===== config.mk =====
export PLATFORM = sky130hd
export DESIGN_NAME = gvp_bram_stream_srcs
export DESIGN_NICKNAME = d
export VERILOG_FILES = /design/src/rtl/gvp_bram_stream_srcs.sv
export SDC_FILE = /design/constraint.sdc
export NUM_CORES = 1
export LEC_CHECK = 0
export ABC_AREA = 1
export CORE_ASPECT_RATIO = 0.75
export CORE_MARGIN = 1
export CORE_UTILIZATION = 48
export CTS_BUF_LIST = sky130_fd_sc_hd__clkbuf_4
export DETAILED_ROUTE_END_ITERATION = 10
export PLACE_DENSITY = 0.77
export SYNTH_ARGS = -nofsm -noshare
export SYNTH_HDL_FRONTEND = slang
export SYNTH_SLANG_ARGS = --single-unit
export TNS_END_PERCENT = 50

===== constraint.sdc =====
create_clock -name a2_clk -period 35.1 [get_ports a2_clk]
set_input_delay 7.02 -clock a2_clk [delete_from_list [all_inputs] [get_ports a2_clk]]
set_output_delay 7.02 -clock a2_clk [all_outputs]
set_load 0.05 [all_outputs]

===== src/rtl/gvp_bram_stream_srcs.sv =====
// GVP capture packer: snapshots probe sources on a push_next rising edge and
// streams header/data frames one word per clock into BRAM port A.
module gvp_bram_stream_srcs #(
  parameter int          ADDR_W  = 14,
  parameter logic [15:0] HDR_TAG = 16'hFEFE
) (
  input  logic              a2_clk,
  input  logic              reset,
  input  logic [31:0]       ch1s,
  input  logic [31:0]       ch2s,
  input  logic [31:0]       ch3s,
  input  logic [31:0]       ch4s,
  input  logic [31:0]       ch5s,
  input  logic [31:0]       ch6s,
  input  logic [31:0]       ch7s,
  input  logic [31:0]       ch8s,
  input  logic [31:0]       ch9s,
  input  logic [31:0]       chAs,
  input  logic [31:0]       chBs,
  input  logic [31:0]       chCs,
  input  logic [31:0]       chDs,
  input  logic [31:0]       chEs,
  input  logic [47:0]       gvp_time,
  input  logic [31:0]       srcs,
  input  logic [31:0]       index,
  input  logic [1:0]        push_next,
  output logic              BRAM_PORTA_clk,
  output logic [ADDR_W-1:0] BRAM_PORTA_addr,
  output logic [31:0]       BRAM_PORTA_din,
  output logic              BRAM_PORTA_en,
  output logic              BRAM_PORTA_we
);

  localparam logic [1:0] S_IDLE = 2'd0;
  localparam logic [1:0] S_HDR  = 2'd1;
  localparam logic [1:0] S_DATA = 2'd2;

  logic [13:0][31:0] ch_in, ch_q;
  logic [15:0]       srcs_q;
  logic [31:0]       index_q;
  logic [47:0]       time_q;
  logic [1:0]        push_q;
  logic [1:0]        state_q, state_d;
  logic [1:0]        step_q, step_d;
  logic [13:0]       mask_q, mask_d, mask_clr;
  logic [ADDR_W-1:0] ptr_q, ptr_d;
  logic [3:0]        idx;
  logic [31:0]       word;
  logic              trig, cap;
  logic              unused_ok;

  assign ch_in = {chEs, chDs, chCs, chBs, chAs, ch9s, ch8s,
                  ch7s, ch6s, ch5s, ch4s, ch3s, ch2s, ch1s};
  assign unused_ok = &{1'b0, srcs[31:16]};

  assign trig = (push_next != 2'd0) && (push_q == 2'd0);

  always_comb begin
    // lowest pending channel bit is emitted next
    idx = 4'd0;
    for (int i = 13; i >= 0; i--)
      if (mask_q[i]) idx = 4'(i);
    mask_clr = mask_q & ~(14'd1 << idx);

    word = '0;
    case (state_q)
      S_HDR: case (step_q)
        2'd0:    word = {HDR_TAG, srcs_q};
        2'd1:    word = index_q;
        2'd2:    word = time_q[31:0];
        default: word = {16'h0, time_q[47:32]};
      endcase
      S_DATA: case (step_q)
        2'd0:    word = {srcs_q, index_q[15:0]};
        2'd1:    word = time_q[31:0];
        2'd2:    word = {16'h0, time_q[47:32]};
        default: word = ch_q[idx];
      endcase
      default: word = '0;
    endcase

    state_d = state_q;
    step_d  = step_q;
    mask_d  = mask_q;
    cap     = 1'b0;
    case (state_q)
      S_IDLE: if (trig) begin
        cap     = 1'b1;
        mask_d  = srcs[13:0];
        step_d  = 2'd0;
        state_d = push_next[1] ? S_HDR : S_DATA;
      end
      S_HDR: begin
        step_d = step_q + 2'd1;
        if (step_q == 2'd3) state_d = S_DATA;
      end
      S_DATA: case (step_q)
        2'd0: begin
          if (srcs_q[15])   step_d  = 2'd1;
          else if (|mask_q) step_d  = 2'd3;
          else              state_d = S_IDLE;
        end
        2'd1: step_d = 2'd2;
        2'd2: begin
          if (|mask_q) step_d  = 2'd3;
          else         state_d = S_IDLE;
        end
        default: begin
          mask_d = mask_clr;
          if (mask_clr == 14'd0) state_d = S_IDLE;
        end
      endcase
      default: state_d = S_IDLE;
    endcase

    ptr_d = (state_q != S_IDLE) ? ptr_q + ADDR_W'(1) : ptr_q;
  end

  always_ff @(posedge a2_clk) begin
    if (reset) begin
      state_q <= S_IDLE;
      step_q  <= 2'd0;
      mask_q  <= 14'd0;
      ptr_q   <= '0;
      push_q  <= 2'd0;
    end else begin
      state_q <= state_d;
      step_q  <= step_d;
      mask_q  <= mask_d;
      ptr_q   <= ptr_d;
      push_q  <= push_next;
    end
  end

  always_ff @(posedge a2_clk) begin
    if (cap) begin
      ch_q    <= ch_in;
      srcs_q  <= srcs[15:0];
      index_q <= index;
      time_q  <= gvp_time;
    end
  end

  assign BRAM_PORTA_clk  = a2_clk;
  assign BRAM_PORTA_en   = (state_q != S_IDLE);
  assign BRAM_PORTA_we   = BRAM_PORTA_en;
  assign BRAM_PORTA_addr = ptr_q;
  assign BRAM_PORTA_din  = BRAM_PORTA_en ? word : 32'h0;

endmodule


==> flow_metrics.tcl <==
set metrics [dict create \
    wl_per_cell_um 22.3 \
    dp_cells 3609 \
    async_flop_share_pct 0 \
    portBuffers 596 \
    dieArea_um2 54600 \
    worstSetupEndpointType "output port" \
    start_util_pct 48.6 \
    grt_max_degree 206 \
    drv_cap 0 \
    rows 73 \
    ir_worst_vdd_mv 0.0791 \
    cts.reportedPaths.clkPinSlew_ns 0.06 \
    grt_pass1_vias 20500 \
    antenna_found_initial 26 \
    clockPowerShare_pct 18.8 \
    worst_slew_pin_slew_ns 1.33 \
    cts_tree "done" \
    finClkSkew_ns 0.0679 \
    cts_resized 0 \
    max_stage_delay_ns 0.69 \
    setup_viol 0 \
    path_cells "clkbuf_4 -> clkbuf_4 -> clkdlybuf4s50_1" \
    grt_overflow 0 \
    routed_wl_um 86600 \
    areaGrowthSynthToFinish_pct 32.6 \
    vias 21100 \
    gp_congestion 0.907 \
    critical_path_buf_inv_count 3 \
    synth_edf_count 544 \
    die_h_um 203 \
    intPower_mw 1.66 \
    fin_tns_setup_ns 0 \
    p_seq_share_pct 30.5 \
    synth.avg_cell_area_um2 10.6 \
    cp-start-kind "clock port" \
    holdCritPathClass "reg2reg" \
    critPathSlowestCell "clkdlybuf4s50_1" \
    path_class "clk2out" \
    io_pins 613 \
    seq_area_frac_synth_pct 66.0 \
    grt_util_all_layers_pct 31.2 \
    status "finished, final reports clean" \
    path_common_cell "clkbuf_4" \
    stdcell_count 3891 \
    combPwrFrac_pct 50.7 \
    synth.ff_latch_count 578 \
    relSlewSlack_pct 10.7 \
    first_pass_iters 8 \
    design.core.area_um2 53000 \
    post-cts-setup-buffers 0 \
    ff_latch_area_um2 17000 \
    hold_viol 0 \
    cp_max_fo 4 \
    drv_slew 0 \
    drcViolationCount 0 \
    syn-cell-area_um2 25800 \
    vias_per_cell 5.43 \
    n_fill_cell 4011 \
    power_switching_mw 1.55 \
    hpwl_um 59800 \
    synthFlopType "edfxtp_1" \
    drt_iter0_drc 2745 \
    clock_latency_ns 1.13 \
    final_nets 3619 \
    p_per_area_nw_per_um2 94.0 \
    rsz0062_at_grt "no" \
    cts.hold.buffers_added 0 \
    multiInputGateArea_um2 6730 \
    crit_required_ns 28.08 \
    ys.warnings.count 0 \
    leakagePower_nw 13.3 \
    worstPathArrival_ns 18.49 \
    die_x_um 270 \
    synthCells 2430 \
    synth_cell_type_count 38 \
    drive_above_1_share_pct 8.71 \
    syn_nets 3003 \
    sw_frac_of_total_pct 48.3 \
    grt_pass1_wl_um 125000 \
    antenna_left 0 \
    crit_family "buffers and inverters" \
]
==> cell usage after synthesis (3+ instances only) <==
cell type,count,area share (%)
a21oi_1,115,2.2
buf_1,21,0.31
inv_2,5,0.073
a221oi_1,18,0.61
nand4_1,139,3.4
dfxtp_1,34,2.6
o21ai_0,112,2.2
o21ai_1,22,0.43
buf_2,25,0.49
nand2_4,4,0.17
nand2_1,570,8.3
nand3b_1,147,4.3
nor3_1,7,0.14
buf_4,9,0.26
ha_1,9,0.44
clkbuf_1,90,1.3
inv_1,370,5.4
buf_6,3,0.13
nand3_1,120,2.3
nor2_1,31,0.45
o211ai_1,19,0.55
edfxtp_1,544,63
==> state kept, by name (all words and copies together) (netlist names) <==
name             count
state_q              2
step_q               2
mask_q              14
push_q               2
index_q             32
srcs_q              16
time_q              48
ch_q               448
BRAM_PORTA_addr     14
==> worst reg2reg max path, stage by stage, from the launching register on <==
cell and delay [ns]:
dfxtp_1 0.35, inv_1 0.09, ha_1 0.35, inv_1 0.25, nor2_4 0.76, buf_4 0.99
buf_4 0.88, buf_4 0.95
==> placed cells by master (no fill, tap or decap), drive strengths merged <==
| cell | netlist | routed |
|---|---|---|
| o32ai | 1 | 1 |
| clkdlybuf4s50 | 0 | 596 |
| or4 | 1 | 1 |
| o21bai | 1 | 1 |
| nand4 | 139 | 139 |
| clkinv | 1 | 35 |
| nor2 | 32 | 32 |
| o21ai | 134 | 134 |
| inv | 375 | 378 |
| and3 | 1 | 1 |
| nor3 | 8 | 8 |
| nor3b | 1 | 1 |
| diode | 0 | 21 |
| clkbuf | 90 | 219 |
| clkinvlp | 0 | 2 |
| o211ai | 19 | 19 |
| o31ai | 1 | 1 |
| edfxtp | 544 | 544 |
| a221o | 1 | 1 |
| buf | 58 | 19 |
| bufinv | 0 | 3 |
| a21oi | 115 | 115 |
| a221oi | 18 | 18 |
| nand2 | 575 | 575 |
| a31oi | 2 | 2 |
| a211oi | 1 | 1 |
| xor2 | 1 | 1 |
| o22ai | 1 | 1 |
| ha | 9 | 9 |
| dfxtp | 34 | 34 |
| nand3 | 120 | 120 |
| nand3b | 147 | 147 |
==> worst paths after layout <==
| kind | start | slack [ns] | to | cells past startpoint |
|---|---|---|---|---|
| min reg2reg | BRAM_PORTA_addr[13]$_SDFFE_PP0N_ | 0.48 | BRAM_PORTA_addr[13]$_SDFFE_PP0N_ | 2 |
| min | BRAM_PORTA_addr[13]$_SDFFE_PP0N_ | 0.48 | BRAM_PORTA_addr[13]$_SDFFE_PP0N_ | 2 |
| max reg2reg | state_q[0]$_SDFFE_PP0P_ | 30.05 | ch_q[3]$_DFFE_PP_ | 7 |
| max | a2_clk | 9.59 | BRAM_PORTA_clk | 3 |
==> cell type report <==
class	count	share of cell area, %
diodes	21	0.154
clock buffers	220	4.84
clock inverters	42	0.799
inverters	376	4.15
multi-input cells	1328	19.7
flip-flops and latches	578	49.8
well taps	712	2.61
repair buffers	614	17.9
==> metal layers <==
layer	part of all wire, %	routed length, um	global-route usage [%]
met1	40	34400	41.0
met2	46	40000	48.0
met3	11	9330	8.80
met4	3.2	2770	14.7
met5	0.14	118	0
==> stage by stage <==
stage	utilization, %	hold WS (ns)	worst slack (ns)	cell area [um2]	total power [mW]
after floorplan	-	0.445	4.01	25800	2.12
after global routing	64.4	0.479	9.58	34100	3.40
after global placement	60.8	0.452	9.86	32200	2.58
after CTS	64.4	0.470	9.58	34100	3.21
after detailed placement	60.8	0.460	9.86	32200	2.61
final	64.5	0.475	9.59	34200	3.21
==> power groups by stage <==
stage / Combinational, mW / Sequential [mW] / Clock [mW]
after floorplan: 1.01 / 1.11 / 0.00614
after global placement: 1.59 / 0.985 / 0.00657
after detailed placement: 1.61 / 0.991 / 0.00657
after CTS: 1.62 / 0.977 / 0.610
after global routing: 1.76 / 0.990 / 0.644
final: 1.63 / 0.979 / 0.604
==> kinds of logic after synthesis <==
family | count (synthesis) | share of synthesized area [%]
DFF | 578 | 66.0
and+or+nand+nor | 1024 | 19.2
buffers and inverters | 524 | 7.97
AOI/OAI and AO/OA | 294 | 6.26
adders and majority gates | 9 | 0.437
xor gates and xnor gates | 1 | 0.0340
Note: power is estimated with default switching activity, not from simulation.
